`config.mk`:
```
export PLATFORM = sky130hd
export DESIGN_NAME = exc_commit_seq
export DESIGN_NICKNAME = d
export VERILOG_FILES = /design/src/rtl/exc_commit_seq.sv
export SDC_FILE = /design/constraint.sdc
export NUM_CORES = 1
export LEC_CHECK = 0
export CAP_MARGIN = 10
export CORE_AREA = 2 2 124 114
export DETAILED_ROUTE_END_ITERATION = 8
export DIE_AREA = 0 0 126 116
export PLACE_DENSITY = 0.88
export SETUP_SLACK_MARGIN = 0.02
export SYNTH_ARGS = -nofsm -noshare
export SYNTH_HDL_FRONTEND = slang
export SYNTH_SLANG_ARGS = --single-unit
export TNS_END_PERCENT = 50
```
`constraint.sdc`:
```
create_clock -name clk -period 4.2 [get_ports clk]
set_input_delay 0.84 -clock clk [delete_from_list [all_inputs] [get_ports clk]]
set_output_delay 0.84 -clock clk [all_outputs]
set_load 0.01 [all_outputs]
```
`src/rtl/exc_commit_seq.sv`:
```
// Exception/ERET commit sequencer: owns the CP0 write port, drains the data bus,
// walks EPC/BadVAddr/Cause/Status updates and issues the one-cycle PC redirect.
module exc_commit_seq #(
  parameter logic [31:0] VEC_BEV  = 32'hBFC00200,
  parameter logic [31:0] VEC_NORM = 32'h80000000
) (
  input  logic        clk,
  input  logic        rst,
  input  logic        exc_valid,
  input  logic [4:0]  exc_code,
  input  logic [31:0] exc_epc,
  input  logic [31:0] exc_badvaddr,
  input  logic        exc_bad_we,
  input  logic        exc_bd,
  input  logic        exc_refill,
  input  logic        eret_valid,
  input  logic        mtc0_valid,
  input  logic [4:0]  mtc0_addr,
  input  logic [31:0] mtc0_data,
  output logic        mtc0_ready,
  input  logic [31:0] cp0_status,
  input  logic [31:0] cp0_cause,
  input  logic [31:0] cp0_epc,
  input  logic        mem_busy,
  output logic        cp0_we,
  output logic [4:0]  cp0_waddr,
  output logic [31:0] cp0_wdata,
  output logic        flush,
  output logic        redirect_valid,
  output logic [31:0] redirect_pc,
  output logic        busy
);

  typedef enum logic [2:0] {
    IDLE, DRAIN, W_EPC, W_BADV, W_CAUSE, W_STATUS, E_STATUS, REDIRECT
  } state_t;

  state_t      state;
  logic [4:0]  code_q;
  logic [31:0] epc_q;
  logic [31:0] badv_q;
  logic        bad_we_q;
  logic        bd_q;
  logic        exl_q;

  // Cause[6:2] is replaced by the latched code, so the live bits are never read.
  logic unused_cause;
  assign unused_cause = ^cp0_cause[6:2];

  // First write state after the bus is quiet: EPC is frozen while EXL is set.
  function automatic state_t first_write(input logic exl, input logic bad_we);
    if (!exl)       return W_EPC;
    else if (bad_we) return W_BADV;
    else            return W_CAUSE;
  endfunction

  always_ff @(posedge clk) begin
    if (rst) begin
      state       <= IDLE;
      flush       <= 1'b0;
      redirect_pc <= '0;
      code_q      <= '0;
      epc_q       <= '0;
      badv_q      <= '0;
      bad_we_q    <= 1'b0;
      bd_q        <= 1'b0;
      exl_q       <= 1'b0;
    end else begin
      case (state)
        IDLE: begin
          if (exc_valid) begin
            code_q   <= exc_code;
            epc_q    <= exc_epc;
            badv_q   <= exc_badvaddr;
            bad_we_q <= exc_bad_we;
            bd_q     <= exc_bd;
            exl_q    <= cp0_status[1];
            // Vector resolved at accept from the Status/refill values seen then.
            redirect_pc <= (cp0_status[22] ? VEC_BEV : VEC_NORM) +
                           ((exc_refill && !cp0_status[1]) ? 32'h0 : 32'h180);
            flush    <= 1'b1;
            state    <= mem_busy ? DRAIN : first_write(cp0_status[1], exc_bad_we);
          end else if (eret_valid) begin
            redirect_pc <= cp0_epc;
            flush       <= 1'b1;
            state       <= E_STATUS;
          end
        end
        DRAIN:    if (!mem_busy) state <= first_write(exl_q, bad_we_q);
        W_EPC:    state <= bad_we_q ? W_BADV : W_CAUSE;
        W_BADV:   state <= W_CAUSE;
        W_CAUSE:  state <= W_STATUS;
        W_STATUS: state <= REDIRECT;
        E_STATUS: state <= REDIRECT;
        REDIRECT: begin
          state <= IDLE;
          flush <= 1'b0;
        end
        default:  state <= IDLE;
      endcase
    end
  end

  assign mtc0_ready     = !rst && (state == IDLE) && !exc_valid && !eret_valid;
  assign redirect_valid = !rst && (state == REDIRECT);
  assign busy           = (state != IDLE);

  always_comb begin
    cp0_we    = 1'b0;
    cp0_waddr = '0;
    cp0_wdata = '0;
    if (!rst) begin
      case (state)
        IDLE: if (mtc0_valid && mtc0_ready) begin
          cp0_we    = 1'b1;
          cp0_waddr = mtc0_addr;
          cp0_wdata = mtc0_data;
        end
        W_EPC:    begin cp0_we = 1'b1; cp0_waddr = 5'd14; cp0_wdata = epc_q;  end
        W_BADV:   begin cp0_we = 1'b1; cp0_waddr = 5'd8;  cp0_wdata = badv_q; end
        W_CAUSE:  begin
          cp0_we    = 1'b1;
          cp0_waddr = 5'd13;
          cp0_wdata = {exl_q ? cp0_cause[31] : bd_q, cp0_cause[30:7], code_q, cp0_cause[1:0]};
        end
        W_STATUS: begin cp0_we = 1'b1; cp0_waddr = 5'd12; cp0_wdata = cp0_status | 32'h2;  end
        E_STATUS: begin cp0_we = 1'b1; cp0_waddr = 5'd12; cp0_wdata = cp0_status & ~32'h2; end
        default:  ;
      endcase
    end
  end

endmodule

```
==> qor.csv <==
stage;metric;value;unit
worst_setup_path;arrival time worst endpoint;3.07;ns
worst_setup_path;crit path kind;reg2out;
timing;f_max;256;MHz
clocking;post-CTS sizing;0;
yosys;Yosys cell types;41;
yosys;synthesized area per cell;7.64;um2
cells_and_area;multi-input logic area;3130;um2
clocking;clock root buffer;clkbuf_16;
drt;WL met3;2140;um
worst_setup_path;Critical Path Start Type;flop;
drt;Via Count;6501;
worst_setup_path;CP peak stage delay;0.79;ns
yosys;Post-Syn Nets;962;
worst_setup_path;CP delay by family, top;buffers and inverters;
power_and_ir_drop;power share of the clock group;0.177;
die;die width;126;um
die;Die Height;116;um
global_routing;largest net degree at the start of global routing;75;
timing;Rel. slew slack;0.332;
timing;RSZ-0062 raised after global routing;false;
worst_setup_path;crit path cell chain;buf_4 > nand2b_1 > a31o_2 > nor2_1 > clkdlybuf4s50_1;
worst_setup_path;critical path fanouts, max;36;
cells_and_area;Reg area;2170;um2
yosys;register bit total from synthesis;108;
global_routing;gr ovfl total;0;
yosys;mux cell area share after synthesis;0.0624;
cells_and_area;Final Cell Area;8750;um2
yosys;Synth Area in Simple Gates;0.194;
drt;antenna-violating nets left;0;
clocking;CTS Buf Count;9;
flow_run;max_cap viols;0;
yosys;Seq/Total Area, Yosys;0.377;
worst_setup_path;WP data required;3.36;ns
cells_and_area;Final #Nets;1189;
timing;Hold Violations, Final;0;
timing;worst clock skew;0.00620;ns
timing;final setup fails;0;
power_and_ir_drop;switch share;0.399;
worst_setup_path;CP Buf/Inv Count;2;
global_routing;initial antenna violation count;0;
drt;drt total wl;21100;um
timing;slew of the pin with the lowest slew margin;1.00;ns
yosys;largest family of logic cells by synthesized area;compound AO/OA/AOI/OAI gates;
drt;wl on met1;8660;um
cells_and_area;P&R area growth vs syn;52.5;%
global_routing;Tot GR Track Use;0.279;
placement;placed insts;1135;
status;outcome;finished, final reports clean;
power_and_ir_drop;peak supply drop;0.340;mV
cells_and_area;Post-Layout Cell Count;1152;
power_and_ir_drop;Leak Pwr;3.07;nW
drt;DRC Markers;0;
yosys;Async S/R FF share, synth;0;
timing;fin crit period;3.91;ns
placement;hpwl dp;14500;um
clocking;Worst-Skew Late Latency;0.36;ns
clocking;hold buffers post-CTS;0;
placement;# port buffers;279;
yosys;EDFF count, synth;0;
power_and_ir_drop;Combinational Power Share;0.526;
die;Initial Util;0.434;
power_and_ir_drop;Seq pwr share;0.296;
yosys;Mapped Cells;751;
global_routing;first-pass GRT wire length;32400;um
die;Die ar.;14600;um2
cells_and_area;share of layout cells above drive strength 1;0.0753;
yosys;YS warnings;0;
drt;initial detailed-routing violation count;448;
die;row count;40;
clocking;Worst-path clk slew;0.08;ns
drt;vias per cell;5.64;
worst_setup_path;Critical-path top delay cell;a31o_2;
worst_hold_path;min-delay worst type;reg2reg;
cells_and_area;fin util;0.662;
yosys;synth top area cells;dfxtp_1 38%, nand2_1 13%, a21oi_1 12%;
yosys;Synth Cell Area;5730;um2
drt;DR WL met2;9740;um
clocking;CTS tree;built;
yosys;area share of the leading cell type in the synthesized netlist;0.377;
clocking;CTS Sinks;108;
power_and_ir_drop;power density over cell area;552;nW/um2
placement;Post-Place Cell Area;8450;um2
drt;top sig layer;met4;
global_routing;vias in the first global route;6265;
die;Core Box Area;13200;um2
timing;Period Utilization, post-route;0.932;
clocking;number of post-CTS setup repair buffers;0;
power_and_ir_drop;NetSw;1.93;mW
drt;1st-pass router iterations;5;
yosys;Synth Area in XOR/XNOR;0;
drt;DR WL/cell;18.3;um
yosys;Synth Area in Adders;0;
cells_and_area;Fillers;1107;
clocking;# H-tree levels;3;
die;IO Pins;285;
placement;RD Place Congestion;0.829;
clocking;CTS Buffer Depth;2;
power_and_ir_drop;internal power;2.91;mW
yosys;top cell type by total area after synthesis;dfxtp_1;
timing;post-route setup TNS;0;ns
yosys;dominant synthesized flop cell;dfxtp_1;
yosys;Synth Area in Compound Gates;0.287;
timing;Slew Viols, Final;0;
worst_setup_path;element type at the critical path end;primary output;
==> cell families after synthesis <==
kind of cell,after synthesis
buffers and inverters,82
DFF,108
AOI/OAI and AO/OA,262
muxes,32
and+or+nand+nor,267
==> registers in the layout (all words and copies together), names as in the netlist <==
signal       count
badv_q          32
epc_q           32
redirect_pc     32
code_q           5
state            3
bad_we_q         1
bd_q             1
exl_q            1
flush            1
==> metal layers <==
metal	track usage	up-vias
met5	0	-
met2	0.459	352
met4	0.109	0
met3	0.0914	40
met1	0.342	3009
li1	-	3100
==> power groups by stage <==
stage / registers [mW] / clock network, mW / logic (mW)
global placement: 1.44 / 0 / 2.47
finish: 1.43 / 0.857 / 2.54
floorplan: 1.41 / 0 / 1.64
detailed placement: 1.45 / 0 / 2.51
global route: 1.47 / 0.909 / 2.76
CTS: 1.43 / 0.872 / 2.53
==> per-stage QoR <==
stage	hold slack, ns	setup slack, ns	power [mW]
6_report	0.453	0.286	4.83
5_1_grt	0.474	0.141	5.13
4_1_cts	0.454	0.277	4.83
3_5_place_dp	0.445	0.295	3.97
3_3_place_gp	0.437	0.292	3.92
2_1_floorplan	0.434	1.41	3.04
==> path summary, 6_finish.rpt <==
check | startpoint | endpoint | slack, ns | depth (start not counted)
max | state[1]$_SDFFE_PP0P_ | cp0_wdata[31] | 0.29 | 5
min | redirect_pc[15]$_SDFFE_PP0P_ | redirect_pc[15]$_SDFFE_PP0P_ | 0.45 | 2
max reg2reg | state[0]$_SDFFE_PP0P_ | state[0]$_SDFFE_PP0P_ | 1.54 | 6
min reg2reg | redirect_pc[15]$_SDFFE_PP0P_ | redirect_pc[15]$_SDFFE_PP0P_ | 0.45 | 2
==> final cells by class <==
| type | count | share of cell area |
|---|---|---|
| diodes | 1 | 0.000286 |
| multi-input cells | 561 | 0.358 |
| clock buffers | 11 | 0.0289 |
| flip-flops and latches | 108 | 0.248 |
| well taps | 168 | 0.0240 |
| clock inverters | 5 | 0.00486 |
| inverters | 7 | 0.00300 |
| repair buffers | 291 | 0.334 |
==> synth_stat cells (all sizes together), types with 2 or more instances <==
master,number
nand2,206
a21oi,141
dfxtp,108
buf,52
a21o,30
a221oi,30
a22oi,30
mux2,30
clkbuf,23
nor2,22
nand3,21
a211oi,14
inv,7
o21ai,6
nand2b,4
nor3,4
a22o,2
a31oi,2
and2,2
mux2i,2
nor2b,2
o221ai,2
==> placed cells by master (no fill, tap or decap), drive strengths merged, types with 2 or more instances in the layout <==
| cell | count |
|---|---|
| mux2i | 2 |
| and2 | 2 |
| a221oi | 30 |
| mux2 | 30 |
| clkdlybuf4s50 | 278 |
| a211oi | 14 |
| clkbuf | 11 |
| a21oi | 141 |
| o21ai | 6 |
| nand3 | 21 |
| a31oi | 2 |
| o221ai | 2 |
| nor3 | 4 |
| nand2b | 4 |
| a21o | 30 |
| inv | 10 |
| a22o | 2 |
| dfxtp | 108 |
| nor2b | 2 |
| a22oi | 30 |
| nand2 | 206 |
| nor2 | 22 |
| buf | 13 |
==> worst reg2reg max path, cell delays in order (launching register included) <==
cell      delay (ns)
dfxtp_2         0.35
buf_4           0.30
buf_4           0.54
or4b_4          0.80
nor2_1          0.17
a211oi_1        0.27
a211oi_1        0.08
Note: power is estimated with default switching activity, not from simulation.
